## src/rtl/f1_xgmii_frame_mon.sv

```systemverilog
// Passive monitor for a 32-bit XGMII stream: delimits frames by Start/Terminate,
// flags length/framing errors and keeps good/bad/byte statistics.
module f1_xgmii_frame_mon #(
  parameter int unsigned MIN_LEN = 64,
  parameter int unsigned MAX_LEN = 1518
) (
  input  logic        I_pla_312m5_clk,
  input  logic        I_pla_rst,
  input  logic [31:0] I_xgmii_d,
  input  logic [3:0]  I_xgmii_c,
  input  logic        I_stat_clr,
  output logic        O_frame_done,
  output logic [15:0] O_frame_len,
  output logic        O_frame_err,
  output logic [31:0] O_good_cnt,
  output logic [31:0] O_bad_cnt,
  output logic [31:0] O_byte_cnt
);

  localparam logic [15:0] MIN_L = 16'(MIN_LEN);
  localparam logic [15:0] MAX_L = 16'(MAX_LEN);

  typedef enum logic [1:0] {ST_IDLE, ST_PRE, ST_DATA} state_t;

  state_t      state;
  logic [15:0] len;
  logic        err_sticky;

  logic        is_start;
  logic        is_sfd;
  logic        is_data;
  logic        is_term;
  logic [2:0]  term_k;
  logic [15:0] len_term;
  logic [15:0] len_word;

  function automatic logic [15:0] sat_add(input logic [15:0] a, input logic [2:0] b);
    logic [16:0] s;
    s = {1'b0, a} + {14'd0, b};
    return s[16] ? 16'hFFFF : s[15:0];
  endfunction

  function automatic logic len_bad(input logic [15:0] l);
    return (l < MIN_L) || (l > MAX_L);
  endfunction

  always_comb begin
    is_start = (I_xgmii_c == 4'b1000) && (I_xgmii_d[31:24] == 8'hFB);
    is_data  = (I_xgmii_c == 4'b0000);
    is_sfd   = is_data && (I_xgmii_d == 32'h555555D5);
    is_term  = 1'b0;
    term_k   = 3'd0;
    if (I_xgmii_c == 4'b1111 && I_xgmii_d[31:24] == 8'hFD) begin
      is_term = 1'b1;
      term_k  = 3'd0;
    end else if (I_xgmii_c == 4'b0111 && I_xgmii_d[23:16] == 8'hFD) begin
      is_term = 1'b1;
      term_k  = 3'd1;
    end else if (I_xgmii_c == 4'b0011 && I_xgmii_d[15:8] == 8'hFD) begin
      is_term = 1'b1;
      term_k  = 3'd2;
    end else if (I_xgmii_c == 4'b0001 && I_xgmii_d[7:0] == 8'hFD) begin
      is_term = 1'b1;
      term_k  = 3'd3;
    end
    len_term = sat_add(len, term_k);
    len_word = sat_add(len, 3'd4);
  end

  always_ff @(posedge I_pla_312m5_clk) begin
    if (I_pla_rst) begin
      state        <= ST_IDLE;
      len          <= 16'd0;
      err_sticky   <= 1'b0;
      O_frame_done <= 1'b0;
      O_frame_len  <= 16'd0;
      O_frame_err  <= 1'b0;
    end else begin
      O_frame_done <= 1'b0;
      case (state)
        ST_IDLE: begin
          if (is_start) state <= ST_PRE;
        end
        ST_PRE: begin
          if (is_sfd) begin
            state      <= ST_DATA;
            len        <= 16'd0;
            err_sticky <= 1'b0;
          end else begin
            O_frame_done <= 1'b1;
            O_frame_len  <= 16'd0;
            O_frame_err  <= 1'b1;
            state        <= is_start ? ST_PRE : ST_IDLE;
          end
        end
        ST_DATA: begin
          if (is_data) begin
            len <= len_word;
          end else if (is_term) begin
            O_frame_done <= 1'b1;
            O_frame_len  <= len_term;
            O_frame_err  <= err_sticky | len_bad(len_term);
            state        <= ST_IDLE;
          end else if (is_start) begin
            // A new Start while a frame is open closes the old one as bad.
            O_frame_done <= 1'b1;
            O_frame_len  <= len;
            O_frame_err  <= 1'b1;
            state        <= ST_PRE;
          end else begin
            err_sticky <= 1'b1;
          end
        end
        default: state <= ST_IDLE;
      endcase
    end
  end

  // Clear zeroes the counters but still applies a coincident frame event.
  always_ff @(posedge I_pla_312m5_clk) begin
    if (I_pla_rst) begin
      O_good_cnt <= 32'd0;
      O_bad_cnt  <= 32'd0;
      O_byte_cnt <= 32'd0;
    end else if (I_stat_clr) begin
      O_good_cnt <= {31'd0, O_frame_done & ~O_frame_err};
      O_bad_cnt  <= {31'd0, O_frame_done &  O_frame_err};
      O_byte_cnt <= (O_frame_done && !O_frame_err) ? {16'd0, O_frame_len} : 32'd0;
    end else if (O_frame_done) begin
      if (O_frame_err) begin
        O_bad_cnt <= O_bad_cnt + 32'd1;
      end else begin
        O_good_cnt <= O_good_cnt + 32'd1;
        O_byte_cnt <= O_byte_cnt + {16'd0, O_frame_len};
      end
    end
  end

endmodule

```

## config.mk

```make
export PLATFORM = sky130hd
export DESIGN_NAME = f1_xgmii_frame_mon
export DESIGN_NICKNAME = d
export VERILOG_FILES = /design/src/rtl/f1_xgmii_frame_mon.sv
export SDC_FILE = /design/constraint.sdc
export NUM_CORES = 1
export LEC_CHECK = 0
export CAP_MARGIN = 0
export CORE_MARGIN = 2
export CORE_UTILIZATION = 26
export DETAILED_ROUTE_END_ITERATION = 10
export PLACE_DENSITY = 0.48
export RECOVER_POWER = 100
export SKIP_CTS_REPAIR_TIMING = 1
export SLEW_MARGIN = 20
export SYNTH_ARGS = -nofsm -noshare
export SYNTH_HDL_FRONTEND = slang
export SYNTH_SLANG_ARGS = --single-unit
export TNS_END_PERCENT = 10
```

## constraint.sdc

```tcl
create_clock -name I_pla_312m5_clk -period 4.8 [get_ports I_pla_312m5_clk]
set_input_delay 0.96 -clock I_pla_312m5_clk [delete_from_list [all_inputs] [get_ports I_pla_312m5_clk]]
set_output_delay 0.96 -clock I_pla_312m5_clk [all_outputs]
set_load 0.01 [all_outputs]
```

# Word level (Yosys, flattened, before mapping)
# Index checks and enable logic that the tools add are counted.
[word_totals]
regBits = 133
in_bits = 39
out_inout_bits = 114
[classes]
addsub = 5
n_lt_le_gt_ge = 2
n_eq_ne = 21
muxes = 49
bitwise = 4
n_reduce_logical = 22
[op_table]
columns = ["op", "n"]
rows = [
  ["16-bit 2-to-1 mux", 9],
  ["32-bit 2-to-1 mux", 3],
  ["32-bit by 1-bit adder with 32-bit output, second input constant", 2],
  ["16-bit one-hot mux with 2 select lines", 2],
  ["8-bit equality test, second input constant", 5],
  ["32-bit by 16-bit adder with 32-bit output", 1],
  ["32-bit by 31-bit equality test with 1-bit output, second input constant", 1],
  ["1-bit 2-to-1 mux", 23],
  ["16-bit by 3-bit adder with 17-bit output", 1],
  ["16-bit by 3-bit adder with 17-bit output, second input constant", 1],
  ["16-bit by 11-bit > comparator with 1-bit output, second input constant", 1],
  ["16-bit by 7-bit less-than comparator with 1-bit output, second input constant", 1],
  ["2-bit 2-to-1 mux", 8],
  ["2-bit != test, second input constant", 7],
  ["4-bit equality test, second input constant", 2],
  ["2-bit AND reduction", 4],
  ["1-bit logical AND", 7],
  ["1-bit one-hot mux with 2 select lines", 3],
  ["2-bit one-hot mux with 3 select lines", 1],
  ["2-bit nonzero test", 3],
  ["5-bit AND reduction", 1],
  ["4-bit by 1-bit equality test with 1-bit output, second input constant", 1],
  ["4-bit by 2-bit equality test with 1-bit output, second input constant", 1],
  ["4-bit by 3-bit equality test with 1-bit output, second input constant", 1],
  ["13 further kinds", 14],
]

# Depth between registers and ports, before layout
[logic_depth]
word_depth = 14
depth_mapped = 14

# Worst setup path before layout
# OpenSTA, ideal clock, no wires.
[synth_path]
path_type = "in2reg"
start = "input port I_xgmii_d[22]"
end = "register O_frame_err"
setup_time_ns = 0.074
arrival_time_ns = 3.756
required_time_ns = 4.726
path_slack_ns = 0.970
cell_stages = 14
path_buffers = 1
path_cell_list = "nand4_1 -> nor4_2 -> or2_2 -> ha_1 -> inv_1 -> fa_1 -> and4b_1 -> buf_2 -> nand4_1 -> nand3_1 -> a21oi_1 -> o41a_1 -> o2111a_1 -> a31oi_1"
[synth_between]
elab_chain_len = 12
[synth_lines]
columns = ["item", "line", "rtl"]
rows = [
  ["from (decl)", "9", "input logic [31:0] I_xgmii_d,"],
  ["8-bit equality test", "56", "end else if (I_xgmii_c == 4'b0111 && I_xgmii_d[23:16] == 8'hFD) begin"],
  ["1-bit logical AND", "56", ""],
  ["2-bit 2-to-1 mux", "56", ""],
  ["2-bit 2-to-1 mux", "53", "if (I_xgmii_c == 4'b1111 && I_xgmii_d[31:24] == 8'hFD) begin"],
  ["16-bit by 3-bit adder with 17-bit output", "39", "s = {1'b0, a} + {14'd0, b};"],
  ["16-bit 2-to-1 mux", "40", "return s[16] ? 16'hFFFF : s[15:0];"],
  ["16-bit by 7-bit less-than comparator with 1-bit output or 16-bit by 11-bit > comparator with 1-bit output (tied branches)", "44", "return (l < MIN_L) || (l > MAX_L);"],
  ["1-bit logical OR", "44", ""],
  ["1-bit OR", "102", "O_frame_err <= err_sticky | len_bad(len_term);"],
  ["1-bit 2-to-1 mux", "99", "end else if (is_term) begin"],
  ["1-bit 2-to-1 mux", "97", "if (is_data) begin"],
  ["1-bit one-hot mux with 2 select lines", "80", "case (state)"],
  ["to (signal assigned)", "102", ""],
  ["to (decl)", "14", "output logic O_frame_err,"],
]
# Several ways; a longest one is shown, not always the timed one. The select of a mux whose other input is x is not followed.
# A chain may end at the register's enable or synchronous reset.

# Worst setup path after layout
[layout_path]
start = "input port I_stat_clr"
end = "register O_bad_cnt[5]"
[layout_between]
elab_chain_len = 1
[layout_lines]
columns = ["item", "line", "rtl"]
rows = [
  ["from (decl)", "11", "input logic I_stat_clr,"],
  ["2-bit OR reduction (no line)", "n/a", ""],
  ["to (signal assigned)", "127", "O_bad_cnt <= {31'd0, O_frame_done & O_frame_err};"],
  ["to (signal assigned)", "131", "O_bad_cnt <= O_bad_cnt + 32'd1;"],
  ["to (decl)", "16", "output logic [31:0] O_bad_cnt,"],
]
# No other way between the ends.

==> impl_metrics.json <==
{
  "io_buffers": 152,
  "worst_pin_slew_ns": 1.750,
  "max_freq_mhz": 234.9,
  "crit_arrival_ns": 4.51,
  "r2r-end": "O_byte_cnt[18]$_SDFFE_PP0P_",
  "rrSetupSlack_ns": 0.59,
  "num_vias": 7415,
  "synth_nets": 1028,
  "path_cells": "dlygate4sd3_1, clkbuf_1, or2_0, clkbuf_2, nor2_1",
  "start_kind": "input port",
  "hold_violations": 0,
  "drv_slew": 16,
  "fp.dieH_um": 176.0,
  "async_flop_share": 0,
  "rsz0062_at_grt": "no",
  "synth_common_cells": "dfxtp_1 (132), nor2_1 (132), nand2_1 (90)",
  "synth.area.top_cells": "dfxtp_1 (34%), nor2_1 (6.4%), a21oi_1 (5.3%), xor2_1 (4.8%), nand2_1 (4.4%)",
  "htreeDepth": 4,
  "rows": 62,
  "fin_skew_ns": 0.01892,
  "crit_slowest_cell": "clkbuf_2",
  "setup_tns_ns": 0,
  "min_period_ns": 4.256,
  "cts_tree": "done",
  "slew_headroom": -0.1747,
  "ant_nets": 0,
  "status": "finished, violations left",
  "wl_per_cell_um": 16.02,
  "path_clk_slew_ns": 0.07,
  "antenna_found_initial": 1,
  "cp_num_buf_inv": 3,
  "synth_top_area_share": 0.3437,
  "seq_area_frac_synth": 0.3437,
  "violations": "capacitance limit, slew limit",
  "required_ns": 5.05,
  "dieArea_um2": 30960,
  "synth_edf_count": 0,
  "grt_usage": 0.1551,
  "period_share": 0.8867,
  "min_from": "O_byte_cnt[31]$_SDFFE_PP0P_",
  "area_delta_synth_final_pct": 30.80,
  "placed_cells": 1457,
  "critPathLaunch": "I_stat_clr",
  "setup_viol": 0,
  "syn_inst": 962,
  "wl_met1_um": 11140,
  "fin_nets": 1158,
  "drt_iter0_drc": 531,
  "cp_max_fo": 62,
  "cap_violations": 1,
  "ys_warn_count": 0,
  "stdcell_area_um2": 10060,
  "highest_layer": "met4",
  "gp_congestion": 0.9038,
  "die_width_um": 176.0,
  "netlist_area_um2": 7689,
  "power_leakage_uw": 0.003650,
  "dp_hpwl_um": 17530,
  "worst_r2r_path_depth": 10,
  "cts_buffer_depth": 2,
  "grt_max_degree": 63,
  "criticalPathCategory": "in2reg",
  "clock-sinks": 132,
  "critical_path.top_delay_family": "buffers and inverters",
  "grt_pass1_wl_um": 38370,
  "tritoncts.num_buffers": 17,
  "yosysTopAreaCell": "dfxtp_1",
  "r2r_start": "O_frame_len[0]$_SDFFE_PP0P_",
  "min_path_type": "reg2reg",
  "wirelength_um": 23860,
  "fin_cells": 1489,
  "core_um2": 28940,
  "synth.distinct_cells": 72,
  "drive_gt1_frac": 0.06154,
  "grt_overflow": 0,
  "num_io_pins": 153,
  "routed-wl-met3_um": 1149,
  "dr.pass1.iters": 8,
  "end_kind": "flip-flop",
  "ir_drop_uv": 170.4,
  "clkLatencyLatePin_ns": 0.43,
  "cp.depth": 5,
  "cts_root_buffer": "clkbuf_16",
  "wl_met2_um": 11130,
  "initial_core_util": 0.2657,
  "ys_ff_latch": 132,
  "placed_cell_area_um2": 9532,
  "antennaDiodeCount": 0,
  "synthFlopType": "dfxtp_1",
  "crit_end": "O_bad_cnt[5]$_SDFFE_PP0P_",
  "grt_pass1_vias": 6987,
  "power.density_nw_per_um2": 247.5,
  "drc": 0,
  "fillers": 3049,
  "vias_per_cell": 4.980,
  "syn_avg_cell_area_um2": 7.992,
  "critPathMaxStageDelay_ns": 1.10
}
-- per-layer routing --
layer / vias to the layer above / GRT usage
li1: 3727 / -
met1: 3463 / 0.2083
met2: 203 / 0.2513
met3: 22 / 0.02864
met4: 0 / 0.05062
met5: - / 0
-- power breakdown --
group,internal (uW),switching [uW]
Combinational,33.5,37.9
Sequential,1090,0.0147
Clock,739,584
-- through the flow --
stage	worst slack (ns)	util	total power (uW)	hold slack [ns]
floorplan	0.9696	-	1147	0.4374
global placement	0.3122	0.3294	1194	0.4627
global route	0.1429	0.3476	2591	0.5090
detailed placement	0.2034	0.3294	1194	0.4733
CTS	0.6558	0.3496	2542	0.4870
finish	0.5437	0.3476	2489	0.4799
-- area by class of cell --
type,instances,area (um2),share of cell area
flip-flops and latches,132,2643,0.2628
repair buffers,161,1578,0.1569
clock buffers,17,425.4,0.04230
clock inverters,15,158.9,0.01580
well taps,384,480.5,0.04777
multi-input cells,761,4701,0.4674
inverters,19,71.32,0.007091
-- worst min-delay path, delay by kind of cell, from the launching register on --
family	cells	cell delay [ns]
AO/OA/AOI/OAI	2	0.11
flip-flops	1	0.32
-- worst min-delay path by stage --
stage                                        to  slack [ns]  cells past startpoint
global route        O_byte_cnt[31]$_SDFFE_PP0P_        0.51                      2
global placement    O_byte_cnt[31]$_SDFFE_PP0P_        0.46                      2
floorplan               err_sticky$_SDFFE_PP0P_        0.44                      2
CTS                 O_byte_cnt[31]$_SDFFE_PP0P_        0.49                      2
finish              O_byte_cnt[31]$_SDFFE_PP0P_        0.48                      2
detailed placement  O_byte_cnt[31]$_SDFFE_PP0P_        0.47                      2
-- cells by family (layout without fill, tap and decap cells) --
logic type | Yosys count | count (layout) | share of synthesized area
and+or+nand+nor | 442 | 442 | 0.3007
buffers and inverters | 69 | 212 | 0.03840
muxes | 14 | 14 | 0.01871
DFF | 132 | 132 | 0.3437
AOI/OAI and AO/OA | 207 | 207 | 0.1717
xor gates and xnor gates | 71 | 71 | 0.08088
adders and majority gates | 27 | 27 | 0.04589
-- layout by cell type, fill, tap and decap left out, types with 4 or more instances in the layout --
cell type,synthesis,routed
and2_1,5,4
dlygate4sd3_1,0,116
dfxtp_1,132,132
nor4_1,6,8
nand2b_1,13,13
inv_6,0,5
and3_1,17,17
a22oi_1,12,12
a2bb2oi_1,4,4
xnor2_1,29,29
inv_1,19,19
a21oi_1,82,83
nand4b_1,4,4
nand3_1,57,57
clkdlybuf4s50_1,0,35
nor3_1,14,14
nand4_1,26,26
clkbuf_16,0,17
a211oi_1,4,5
or4_1,10,10
mux2i_1,11,11
xor2_1,42,42
inv_8,0,5
o21ai_0,46,46
or2_2,6,5
nor4_2,8,6
o31ai_1,14,14
nor3b_1,8,8
buf_4,3,7
or3_1,20,20
and4_1,9,9
o2111ai_1,4,4
o211ai_1,4,4
ha_1,25,25
nand2_1,90,90
nor2_1,132,132
a21o_1,7,7
a31oi_1,5,5
-- registers in the layout, summed over array words and instances, names as in the netlist --
name	cells
O_bad_cnt	32
O_byte_cnt	32
O_good_cnt	32
O_frame_len	16
len	15
state	2
O_frame_done	1
O_frame_err	1
err_sticky	1
No activity file was read; power rests on OpenSTA's default activity.
==> RTL edit: new RTL, same flow settings <==
Register the input `I_xgmii_d` before use, without a reset. The logic sees it one clock later. The other inputs are not delayed to match.
--- a/src/rtl/f1_xgmii_frame_mon.sv
+++ b/src/rtl/f1_xgmii_frame_mon.sv
@@ -22,6 +22,12 @@
 
   typedef enum logic [1:0] {ST_IDLE, ST_PRE, ST_DATA} state_t;
 
+  logic [31:0] I_xgmii_d_q;
+
+  always_ff @(posedge I_pla_312m5_clk) begin
+    I_xgmii_d_q <= I_xgmii_d;
+  end
+
   state_t      state;
   logic [15:0] len;
   logic        err_sticky;
@@ -45,21 +51,21 @@
   endfunction
 
   always_comb begin
-    is_start = (I_xgmii_c == 4'b1000) && (I_xgmii_d[31:24] == 8'hFB);
+    is_start = (I_xgmii_c == 4'b1000) && (I_xgmii_d_q[31:24] == 8'hFB);
     is_data  = (I_xgmii_c == 4'b0000);
-    is_sfd   = is_data && (I_xgmii_d == 32'h555555D5);
+    is_sfd   = is_data && (I_xgmii_d_q == 32'h555555D5);
     is_term  = 1'b0;
     term_k   = 3'd0;
-    if (I_xgmii_c == 4'b1111 && I_xgmii_d[31:24] == 8'hFD) begin
+    if (I_xgmii_c == 4'b1111 && I_xgmii_d_q[31:24] == 8'hFD) begin
       is_term = 1'b1;
       term_k  = 3'd0;
-    end else if (I_xgmii_c == 4'b0111 && I_xgmii_d[23:16] == 8'hFD) begin
+    end else if (I_xgmii_c == 4'b0111 && I_xgmii_d_q[23:16] == 8'hFD) begin
       is_term = 1'b1;
       term_k  = 3'd1;
-    end else if (I_xgmii_c == 4'b0011 && I_xgmii_d[15:8] == 8'hFD) begin
+    end else if (I_xgmii_c == 4'b0011 && I_xgmii_d_q[15:8] == 8'hFD) begin
       is_term = 1'b1;
       term_k  = 3'd2;
-    end else if (I_xgmii_c == 4'b0001 && I_xgmii_d[7:0] == 8'hFD) begin
+    end else if (I_xgmii_c == 4'b0001 && I_xgmii_d_q[7:0] == 8'hFD) begin
       is_term = 1'b1;
       term_k  = 3'd3;
     end
Check against the original RTL: not equivalent (a bounded check fails within 4 cycles, from zero or initial values and one cycle with I_pla_rst high).
==> RTL edit against the original RTL <==
- the run still ends with max-capacitance violations, max-slew violations left
- die area increased by 6.4%
- sequential cell count increased by 32
- synthesized area increased by 6.6%
- count of clock-buffer cells in the layout increased by 1
- non-clock buffer count increased by 3
- total power increased by 11%
- clock skew decreased by 0.0020 ns
- final area increased by 5.8%
- routed wire length increased by 1.1%
- register-to-register slack improved by 0.78 ns
- global-route usage decreased by 0.80 points
- via count increased by 2.0%
- worst setup slack improved by 0.040 ns
- largest power group is now registers
==> RTL edit: results (changes against the original RTL) <==
fillCellCount: 3182  # was 3049
met2_usage_pct: 23.5  # was 25.1%
synth_common_cells: "164 x dfxtp_1, 111 x nor2_1, 86 x nand2_1"  # was 132 x dfxtp_1, 132 x nor2_1, 90 x nand2_1
route.met2.wl_um: 10700  # was 11100 um
clock_skew_ns: 0.0169  # was 0.0189 ns
synth_top_cells_by_area: "dfxtp_1 40%, nor2_1 5.1%, a21oi_1 4.5%"  # was dfxtp_1 34%, nor2_1 6.4%, a21oi_1 5.3%
hold-worst-slack_ns: 0.490  # was 0.480 ns
nonClkBufAreaFrac_pct: 15.0  # was 15.7%
outcome: "complete, but fails checks"  # unchanged
synth_adder_area_share_pct: 4.31  # was 4.59%
met1_usage_pct: 20.0  # was 20.8%
drv_cap: 1  # unchanged
cp_data_arrival_time_ns: 4.56  # was 4.51 ns
grt_pass1_wl_um: 39100  # was 38400 um
place_inst: 1501  # was 1457
rrSetupSlack_ns: 1.37  # was 0.59 ns
syn_inst: 984  # was 962
max_stage_delay_ns: 0.64  # was 1.10 ns
ys_ff_latch: 164  # was 132
die_area_um2: 32900  # was 31000 um2
dp_hpwl_um: 17700  # was 17500 um
grt_usage_pct: 14.7  # was 15.5%
diodes: 2  # was 0
violations: "max-capacitance violations, max-slew violations"  # unchanged
grt_pass1_vias: 7184  # was 6987
grt_max_degree: 50  # was 63
wl_per_cell_um: 15.7  # was 16.0 um
yosysSeqAreaShare_pct: 40.1  # was 34.4%
vias_per_cell: 4.93  # was 4.98
antenna_found_initial: 2  # was 1
vdd_drop_max_mv: 0.220  # was 0.170 mV
drv_slew: 36  # was 16
nets: 1190  # was 1158
muxShareOfSynthArea_pct: 0.260  # was 1.87%
synth_compound_area_share_pct: 17.4  # was 17.2%
gp_congestion: 0.826  # was 0.904
layout-drive-gt1-share_pct: 5.02  # was 6.15%
RTL edit: final timing paths:
kind,from,end,cells past startpoint
worst max-delay path,I_xgmii_c[0],O_frame_len[5],14
worst min-delay path,O_good_cnt[1],O_good_cnt[1],2
worst max register to register,I_xgmii_d_q[22],O_frame_len[5],13
worst min register to register,O_good_cnt[1],O_good_cnt[1],2
RTL edit: per-stage QoR:
stage / setup WS, ns / total power, W / area [um2]
after CTS: 0.772 / 0.00284 / 10700
after floorplan: 0.927 / 0.00144 / 8190
after global placement: 0.364 / 0.00148 / 10100
after global routing: 0.180 / 0.00290 / 10600
final: 0.584 / 0.00277 / 10600
after detailed placement: 0.317 / 0.00148 / 10100
RTL edit: worst max-delay path, delay by kind of cell:
kind | cells | cell delay [ns]
fa+ha+maj | 2 | 0.64
buf+inv | 3 | 0.87
simple gates | 6 | 1.48
compound gates | 3 | 0.60
RTL edit: where the power goes:
part,internal [W],switching [W]
clock network,0.000720,0.000611
logic,0.0000291,0.0000354
registers,0.00137,0.00000539
